$ cat config.mk
export PLATFORM = sky130hd
export DESIGN_NAME = cla_serial_adder_flat
export DESIGN_NICKNAME = d
export VERILOG_FILES = /design/src/rtl/cla_pkg.sv /design/src/rtl/cla_serial_adder_if.sv /design/src/rtl/cla4_slice.sv /design/src/rtl/cla_serial_adder.sv /design/src/flat_wrapper.sv
export SDC_FILE = /design/constraint.sdc
export NUM_CORES = 1
export LEC_CHECK = 0
export CORE_ASPECT_RATIO = 1.75
export CORE_MARGIN = 1.5
export CORE_UTILIZATION = 50
export CTS_BUF_LIST = sky130_fd_sc_hd__clkbuf_8
export DETAILED_ROUTE_END_ITERATION = 8
export PLACE_DENSITY = 0.82
export SLEW_MARGIN = 0
export SYNTH_ARGS = -nofsm -noshare
export SYNTH_HDL_FRONTEND = slang
export SYNTH_HIERARCHICAL = 1
export SYNTH_SLANG_ARGS = --single-unit
$ cat constraint.sdc
create_clock -name clk -period 3.16 [get_ports clk]
set_clock_uncertainty 0.2 [all_clocks]
set_input_delay 0.632 -clock clk [delete_from_list [all_inputs] [get_ports clk]]
set_output_delay 0.632 -clock clk [all_outputs]
set_load 0.05 [all_outputs]
$ cat src/rtl/cla_pkg.sv
// ----------------------------------------------------------------------------
// cla_pkg
// Shared definitions for the serial carry-look-ahead adder:
//   NIBBLE_W         width of one look-ahead slice (bits per add cycle)
//   state_e          controller states (IDLE, ADD, DONE)
//   nibble_count_ok  elaboration-time legality check for operand widths
// ----------------------------------------------------------------------------
package cla_pkg;

  localparam int NIBBLE_W = 4;

  typedef enum logic [1:0] {
    IDLE = 2'd0,
    ADD  = 2'd1,
    DONE = 2'd2
  } state_e;

  // An operand width is legal when it splits into at least one whole nibble.
  function automatic bit nibble_count_ok(input int width);
    return (width >= NIBBLE_W) && ((width % NIBBLE_W) == 0);
  endfunction

endpackage

$ cat src/rtl/cla_serial_adder_if.sv
// ----------------------------------------------------------------------------
// cla_serial_adder_if
// Operand/result handshake bundle for cla_serial_adder.
//   in_valid/in_ready    operand handshake (a, b, cin)
//   out_valid/out_ready  result handshake (sum, cout, ovf)
// Modports:
//   master  producer/consumer side (drives operands, accepts results)
//   slave   adder side
// ----------------------------------------------------------------------------
interface cla_serial_adder_if #(
  parameter int WIDTH = 16
);

  logic             in_valid;
  logic             in_ready;
  logic [WIDTH-1:0] a;
  logic [WIDTH-1:0] b;
  logic             cin;
  logic             out_valid;
  logic             out_ready;
  logic [WIDTH-1:0] sum;
  logic             cout;
  logic             ovf;

  modport master (
    output in_valid, a, b, cin, out_ready,
    input  in_ready, out_valid, sum, cout, ovf
  );

  modport slave (
    input  in_valid, a, b, cin, out_ready,
    output in_ready, out_valid, sum, cout, ovf
  );

endinterface

$ cat src/rtl/cla4_slice.sv
// ----------------------------------------------------------------------------
// cla4_slice
// Purely combinational 4-bit carry-look-ahead adder slice.
//   a, b  4-bit addends
//   ci    carry into bit 0
//   s     4-bit sum
//   co    carry out of bit 3
//   c3    carry into bit 3 (used for signed overflow on the top nibble)
// ----------------------------------------------------------------------------
module cla4_slice (
  input  logic [3:0] a,
  input  logic [3:0] b,
  input  logic       ci,
  output logic [3:0] s,
  output logic       co,
  output logic       c3
);

  logic [3:0] g;
  logic [3:0] p;
  logic [4:0] c;

  assign g = a & b;
  assign p = a ^ b;

  // Every carry is a flat sum of products of g/p/ci, so no carry waits on a
  // lower carry.
  assign c[0] = ci;
  assign c[1] = g[0] | (p[0] & ci);
  assign c[2] = g[1] | (p[1] & g[0]) | (p[1] & p[0] & ci);
  assign c[3] = g[2] | (p[2] & g[1]) | (p[2] & p[1] & g[0])
              | (p[2] & p[1] & p[0] & ci);
  assign c[4] = g[3] | (p[3] & g[2]) | (p[3] & p[2] & g[1])
              | (p[3] & p[2] & p[1] & g[0])
              | (p[3] & p[2] & p[1] & p[0] & ci);

  assign s  = p ^ c[3:0];
  assign co = c[4];
  assign c3 = c[3];

endmodule

$ cat src/rtl/cla_serial_adder.sv
// ----------------------------------------------------------------------------
// cla_serial_adder
// Multi-cycle WIDTH-bit adder: one nibble per clock through a 4-bit CLA
// slice, with the inter-nibble carry held in a register.
//   clk    rising-edge clock
//   rst_n  asynchronous active-low reset
//   bus    cla_serial_adder_if.slave
//            in_valid/in_ready, a, b, cin       operand handshake
//            out_valid/out_ready, sum, cout, ovf result handshake
// Accept at edge E -> out_valid high after edge E+NIBBLES; result held until
// out_ready; the block returns to IDLE for one cycle before re-accepting.
// ----------------------------------------------------------------------------
module cla_serial_adder
  import cla_pkg::*;
#(
  parameter int WIDTH = 16
) (
  input  logic               clk,
  input  logic               rst_n,
  cla_serial_adder_if.slave  bus
);

  localparam int NIBBLES = WIDTH / NIBBLE_W;
  localparam int IDX_W   = (NIBBLES > 1) ? $clog2(NIBBLES) : 1;

  if (!nibble_count_ok(WIDTH)) begin : g_width_check
    $error("cla_serial_adder: WIDTH (%0d) must be a multiple of 4 and >= 4", WIDTH);
  end

  state_e           state_q;
  logic [WIDTH-1:0] a_q;
  logic [WIDTH-1:0] b_q;
  logic [WIDTH-1:0] sum_q;
  logic             carry_q;
  logic [IDX_W-1:0] idx_q;
  logic             cout_q;
  logic             ovf_q;

  logic [NIBBLE_W-1:0] a_nib;
  logic [NIBBLE_W-1:0] b_nib;
  logic [NIBBLE_W-1:0] s_nib;
  logic                slice_co;
  logic                slice_c3;
  logic                last_nib;

  // Nibble currently being added, selected by the running index.
  assign a_nib    = a_q[idx_q*NIBBLE_W +: NIBBLE_W];
  assign b_nib    = b_q[idx_q*NIBBLE_W +: NIBBLE_W];
  assign last_nib = (idx_q == IDX_W'(NIBBLES - 1));

  cla4_slice u_slice (
    .a  (a_nib),
    .b  (b_nib),
    .ci (carry_q),
    .s  (s_nib),
    .co (slice_co),
    .c3 (slice_c3)
  );

  // NOTE: state registers use non-blocking (<=) so every flop samples the
  // pre-edge values; blocking here would make the order of statements matter.
  always_ff @(posedge clk or negedge rst_n) begin
    if (!rst_n) begin
      state_q <= IDLE;
      a_q     <= '0;
      b_q     <= '0;
      sum_q   <= '0;
      carry_q <= 1'b0;
      idx_q   <= '0;
      cout_q  <= 1'b0;
      ovf_q   <= 1'b0;
    end else begin
      case (state_q)
        IDLE: begin
          if (bus.in_valid) begin
            a_q     <= bus.a;
            b_q     <= bus.b;
            carry_q <= bus.cin;
            idx_q   <= '0;
            state_q <= ADD;
          end
        end

        ADD: begin
          sum_q[idx_q*NIBBLE_W +: NIBBLE_W] <= s_nib;
          carry_q <= slice_co;
          idx_q   <= idx_q + 1'b1;
          if (last_nib) begin
            // Top nibble: its carry-out is the word carry, and signed
            // overflow is carry into the MSB disagreeing with carry out.
            cout_q  <= slice_co;
            ovf_q   <= slice_co ^ slice_c3;
            idx_q   <= '0;
            state_q <= DONE;
          end
        end

        DONE: begin
          if (bus.out_ready) begin
            state_q <= IDLE;
          end
        end

        default: state_q <= IDLE;
      endcase
    end
  end

  // Handshake flags decode straight from state so reset reaches them
  // without waiting for a clock edge.
  assign bus.in_ready  = (state_q == IDLE);
  assign bus.out_valid = (state_q == DONE);
  assign bus.sum       = sum_q;
  assign bus.cout      = cout_q;
  assign bus.ovf       = ovf_q;

endmodule

$ cat src/flat_wrapper.sv
// flat-port wrapper written by rule: the top's interface ports become plain ports
module cla_serial_adder_flat import cla_pkg::*;
#(
  parameter int WIDTH = 16
)
  (clk, rst_n, bus_in_valid, bus_a, bus_b, bus_cin, bus_out_ready, bus_in_ready, bus_out_valid, bus_sum, bus_cout, bus_ovf);
  cla_serial_adder_if #(.WIDTH(WIDTH)) bus_i ();
  input  logic clk;
  input  logic rst_n;
  input wire logic [$bits(bus_i.in_valid)-1:0] bus_in_valid;
  input wire logic [$bits(bus_i.a)-1:0] bus_a;
  input wire logic [$bits(bus_i.b)-1:0] bus_b;
  input wire logic [$bits(bus_i.cin)-1:0] bus_cin;
  input wire logic [$bits(bus_i.out_ready)-1:0] bus_out_ready;
  output wire logic [$bits(bus_i.in_ready)-1:0] bus_in_ready;
  output wire logic [$bits(bus_i.out_valid)-1:0] bus_out_valid;
  output wire logic [$bits(bus_i.sum)-1:0] bus_sum;
  output wire logic [$bits(bus_i.cout)-1:0] bus_cout;
  output wire logic [$bits(bus_i.ovf)-1:0] bus_ovf;
  assign bus_i.in_valid = bus_in_valid;
  assign bus_i.a = bus_a;
  assign bus_i.b = bus_b;
  assign bus_i.cin = bus_cin;
  assign bus_i.out_ready = bus_out_ready;
  assign bus_in_ready = bus_i.in_ready;
  assign bus_out_valid = bus_i.out_valid;
  assign bus_sum = bus_i.sum;
  assign bus_cout = bus_i.cout;
  assign bus_ovf = bus_i.ovf;
  cla_serial_adder #(.WIDTH(WIDTH)) u_core (.clk(clk), .rst_n(rst_n), .bus(bus_i));
endmodule
==> impl_summary.log <==
INFO  metric intPower = 2.15 mW
INFO  metric timing.final.hold_violations = 0
INFO  metric yosys-top-cells-area = sky130_fd_sc_hd__dfrtp_1 (53%), sky130_fd_sc_hd__mux2_2 (13%), sky130_fd_sc_hd__mux4_2 (6.0%)
INFO  metric critical_path.max_fanout = 9
INFO  metric worstPathRequired = 3.18 ns
INFO  metric detailedPlace.worstSlack = about 0.35 ns
INFO  metric worst-slew-pin-transition = 0.634 ns
INFO  metric crit-reg2reg-capture = u_core/bus.sum[11]
INFO  metric yosysSeqAreaShare = 52.7%
INFO  metric setup.worst_path.start = u_core/idx_q[0]
INFO  metric rows = 34
INFO  metric cp-start-kind = register
INFO  metric fraction_of_the_core_area_covered_by_cells_at_the_end_of_the_flow = 65.9%
INFO  metric growth_of_design_area_from_synthesis_to_finish = 25.6%
INFO  metric tritoncts = done
INFO  metric inserted_clock_buffers = 5
INFO  metric holdBufCountCts = 0
INFO  metric ctsRootBufferMaster = sky130_fd_sc_hd__clkbuf_8
INFO  metric critPathCaptureType = register
INFO  metric total_switching_power = ~1.7 mW
INFO  metric gp_routability_congestion = 0.859
INFO  metric postLayoutCellArea = 0.00328 mm2
INFO  metric starting_utilization_of_the_core_area = a little over half
INFO  metric yosys.area.top_type = sky130_fd_sc_hd__dfrtp_1
INFO  metric cts.repair_timing.setup_buffer_count = 0
INFO  metric worstHoldPathType = in -> async
INFO  metric comb_power_share = 57.1%
INFO  metric maxCapViolCount = 0
INFO  metric die_y = 98.6 um
INFO  metric layout_setup_ws = ~0.31 ns
INFO  metric chipWidth = 57.6 um
INFO  metric antennaDiodeCount = 0
INFO  metric ys_seq_elements = 55
INFO  metric fillers = 362
INFO  metric remaining_drc_errors = 0
INFO  metric clockBufferDepth = 2
INFO  metric cp_cell_sequence = mux4_2 > ha_1 > a211oi_2 > o21bai_2 > xor2_1 > nand2_1 > o21ai_0
INFO  metric grt_antenna_before_repair = 0
INFO  metric routed_wl = 4.83 mm
INFO  metric io-pin-count = between 50 and 60
INFO  metric cp_slowest_stage_delay = 0.64 ns
INFO  metric design.die.area = 0.00568 mm2
INFO  metric route.vias.total = 1681
INFO  metric max_clock_freq = 0.351 GHz
INFO  metric post_synth_instance_area = 0.00261 mm2
INFO  metric final_min_period_over_clock_period = between 90% and 100%
INFO  metric seq_power_share = 33.7%
INFO  metric placement.cell_area = 0.00321 mm2
INFO  metric p_leak = 1.41 nW
INFO  metric netlist.area_leader.share = between 50% and 60%
INFO  metric crit_arrival = 2.87 ns
INFO  metric cts_resized = 0
INFO  metric rsz0062_at_grt = no
INFO  metric avgViaCountPerCell = between 5 and 6
INFO  metric finalNetCount = slightly below 300
INFO  metric drive_gt1_share = 21.5%
INFO  metric cts.clk_slew.worst_paths = 0.09 ns
INFO  metric grt_pass1_wl = 8.38 mm
INFO  metric minimum_setup_slack_among_reg_to_reg_paths = between 0.3 and 0.4 ns
INFO  metric cts_sinks = between 50 and 60
INFO  metric antenna_left = 0
INFO  metric wl_per_cell = 16.0 um
INFO  metric grt_max_degree = 35
INFO  metric grt_remaining_overflow = 0
INFO  metric switching_fraction = 43.7%
INFO  metric htree_levels = 2
INFO  metric placed_cells_incl_taps = 295
INFO  metric worst-r2r-cell-count = 7
INFO  metric ys_warn_count = 6
INFO  metric mappedNetlistNets = 236
INFO  metric timing.critical_path.to = u_core/bus.sum[11]
INFO  metric vdd_drop_max = about 0.96 mV
INFO  metric total_power = approximately 3.8 mW
INFO  metric finalSetupViolCount = 0
INFO  metric pwr-share-clk = between 9 and 10%
INFO  metric setup-tns-final = 0 ns
INFO  metric drt_iter0_markers = 36
INFO  metric crit_slowest_cell = sky130_fd_sc_hd__dfrtp_1
INFO  metric synth.avg_cell_area = 13.8 um2
INFO  metric run_status = completed
INFO  metric port_buffers = 56
INFO  metric max_slew_margin = 57.1%
INFO  metric r2r_startpoint = u_core/idx_q[0]
INFO  metric synthCells = 189
INFO  metric critPathKind = reg -> reg
INFO  metric placeableCoreArea = 0.00498 mm2
INFO  metric stdcell_count = 301
INFO  metric timing.final.max_slew_violations = 0
INFO  metric number_of_global_route_vias_before_repair = between 1.5k and 2k
INFO  metric holdWs = 0.132 ns
INFO  metric drt_pass1_iterations = 4
INFO  metric synth.lib_cells_used.distinct = 36
INFO  metric pwr_density_cell = 1160 mW/mm2
INFO  metric post-dp-hpwl = a little under 4 mm
INFO  metric min_period = 2.85 ns
INFO  metric track_usage = 19.1%
INFO  metric worst_skew_pair.late_latency = 0.30 ns
-- Yosys cell counts --
cell type	instances
sky130_fd_sc_hd__ha_1	9
sky130_fd_sc_hd__nor2b_2	1
sky130_fd_sc_hd__nor3b_4	1
sky130_fd_sc_hd__mux2_2	31
sky130_fd_sc_hd__nand3b_1	2
sky130_fd_sc_hd__mux2_1	2
sky130_fd_sc_hd__o21bai_2	1
sky130_fd_sc_hd__a22o_1	8
sky130_fd_sc_hd__o21bai_1	1
sky130_fd_sc_hd__buf_2	1
sky130_fd_sc_hd__nor3b_1	1
sky130_fd_sc_hd__inv_1	7
sky130_fd_sc_hd__a22oi_1	1
sky130_fd_sc_hd__and4b_1	1
sky130_fd_sc_hd__a211oi_2	1
sky130_fd_sc_hd__mux4_2	7
sky130_fd_sc_hd__and4bb_2	1
sky130_fd_sc_hd__o31ai_1	2
sky130_fd_sc_hd__nor4bb_1	1
sky130_fd_sc_hd__nand3b_4	1
sky130_fd_sc_hd__o21ai_0	12
sky130_fd_sc_hd__and4bb_1	1
sky130_fd_sc_hd__nor2_1	4
sky130_fd_sc_hd__fa_1	1
sky130_fd_sc_hd__dfrtp_1	55
sky130_fd_sc_hd__nand2_1	20
sky130_fd_sc_hd__a21oi_1	1
sky130_fd_sc_hd__nor4b_1	1
sky130_fd_sc_hd__buf_6	4
sky130_fd_sc_hd__nand2b_1	2
sky130_fd_sc_hd__xnor2_1	2
sky130_fd_sc_hd__a21o_1	1
sky130_fd_sc_hd__mux4_1	1
sky130_fd_sc_hd__clkbuf_1	1
sky130_fd_sc_hd__buf_4	1
sky130_fd_sc_hd__xor2_1	2
-- state kept, by name, indices dropped and copies added (netlist names) --
register / flops
u_core/bus.sum: 16
u_core/idx_q: 2
u_core/carry_q: 1
u_core/b_q: 16
u_core/bus.ovf: 1
u_core/bus.cout: 1
u_core/a_q: 16
u_core/state_q: 2
-- power groups by stage --
stage / Sequential [mW] / Combinational, mW / Clock [mW]
6_report: 1.29 / 2.18 / 0.349
5_1_grt: 1.33 / 2.36 / 0.384
4_1_cts: 1.29 / 2.18 / 0.363
3_5_place_dp: 1.31 / 2.18 / 0
3_3_place_gp: 1.30 / 2.13 / 0
2_1_floorplan: 1.43 / 1.46 / 0
-- placed cells by master (no fill, tap or decap), types with 2 or more instances in the layout --
master                            synthesis  layout
sky130_fd_sc_hd__a22o_1                   8       8
sky130_fd_sc_hd__buf_4                    1       2
sky130_fd_sc_hd__clkbuf_8                 0       5
sky130_fd_sc_hd__clkdlybuf4s50_1          0      55
sky130_fd_sc_hd__dfrtp_1                 55      55
sky130_fd_sc_hd__ha_1                     9       9
sky130_fd_sc_hd__inv_1                    7       8
sky130_fd_sc_hd__mux2_1                   2       2
sky130_fd_sc_hd__mux2_2                  31      31
sky130_fd_sc_hd__mux4_2                   7       7
sky130_fd_sc_hd__nand2_1                 20      20
sky130_fd_sc_hd__nand2b_1                 2       2
sky130_fd_sc_hd__nand3b_1                 2       2
sky130_fd_sc_hd__nor2_1                   4       4
sky130_fd_sc_hd__o21ai_0                 12      12
sky130_fd_sc_hd__o31ai_1                  2       2
sky130_fd_sc_hd__xnor2_1                  2       2
sky130_fd_sc_hd__xor2_1                   2       2
-- final cells by class --
cell class	count	area (um2)	area share, %
sequential	55	1380	42.0
multi-input combinational	120	1150	34.9
timing repair buffer	59	591	18.0
clock buffer	5	68.8	2.10
tap	54	67.6	2.06
inverter	7	26.3	0.801
clock inverter	1	3.75	0.114
-- worst max-delay path, delay by kind of cell (launching register included) --
family / cells / cell delay [ns]
AO/OA/AOI/OAI: 3 / 0.59
XOR/XNOR: 1 / 0.34
adder cells (fa/ha/maj): 1 / 0.33
flip-flops: 1 / 0.64
multiplexers: 1 / 0.59
AND/OR/NAND/NOR: 1 / 0.08
-- worst min-delay path by stage --
stage                                    to  slack (ns)  depth (start not counted)
final                     u_core/bus.sum[9]        0.13                          1
after global routing      u_core/bus.sum[9]        0.19                          1
after CTS                 u_core/bus.sum[8]        0.15                          1
after detailed placement  u_core/bus.sum[8]        0.27                          2
after global placement    u_core/bus.sum[0]        0.26                          2
after floorplan               u_core/a_q[0]        0.14                          0
-- per-layer routing --
layer,vias to the layer above,wire length [um],GRT usage (%)
li1,800,-,-
met1,827,1850,22.5
met2,45,2720,33.8
met3,9,151,2.62
met4,0,109,8.23
met5,-,0,0
-- kinds of logic after synthesis --
family | count (synthesis) | share of synthesized area, %
compound gates | 28 | 7.53
xor+xnor | 4 | 1.34
flops | 55 | 52.7
mux | 41 | 21.3
fa+ha+maj | 10 | 5.08
buf+inv | 14 | 3.36
simple gates | 37 | 8.68
No activity file was read; power rests on OpenSTA's default activity.
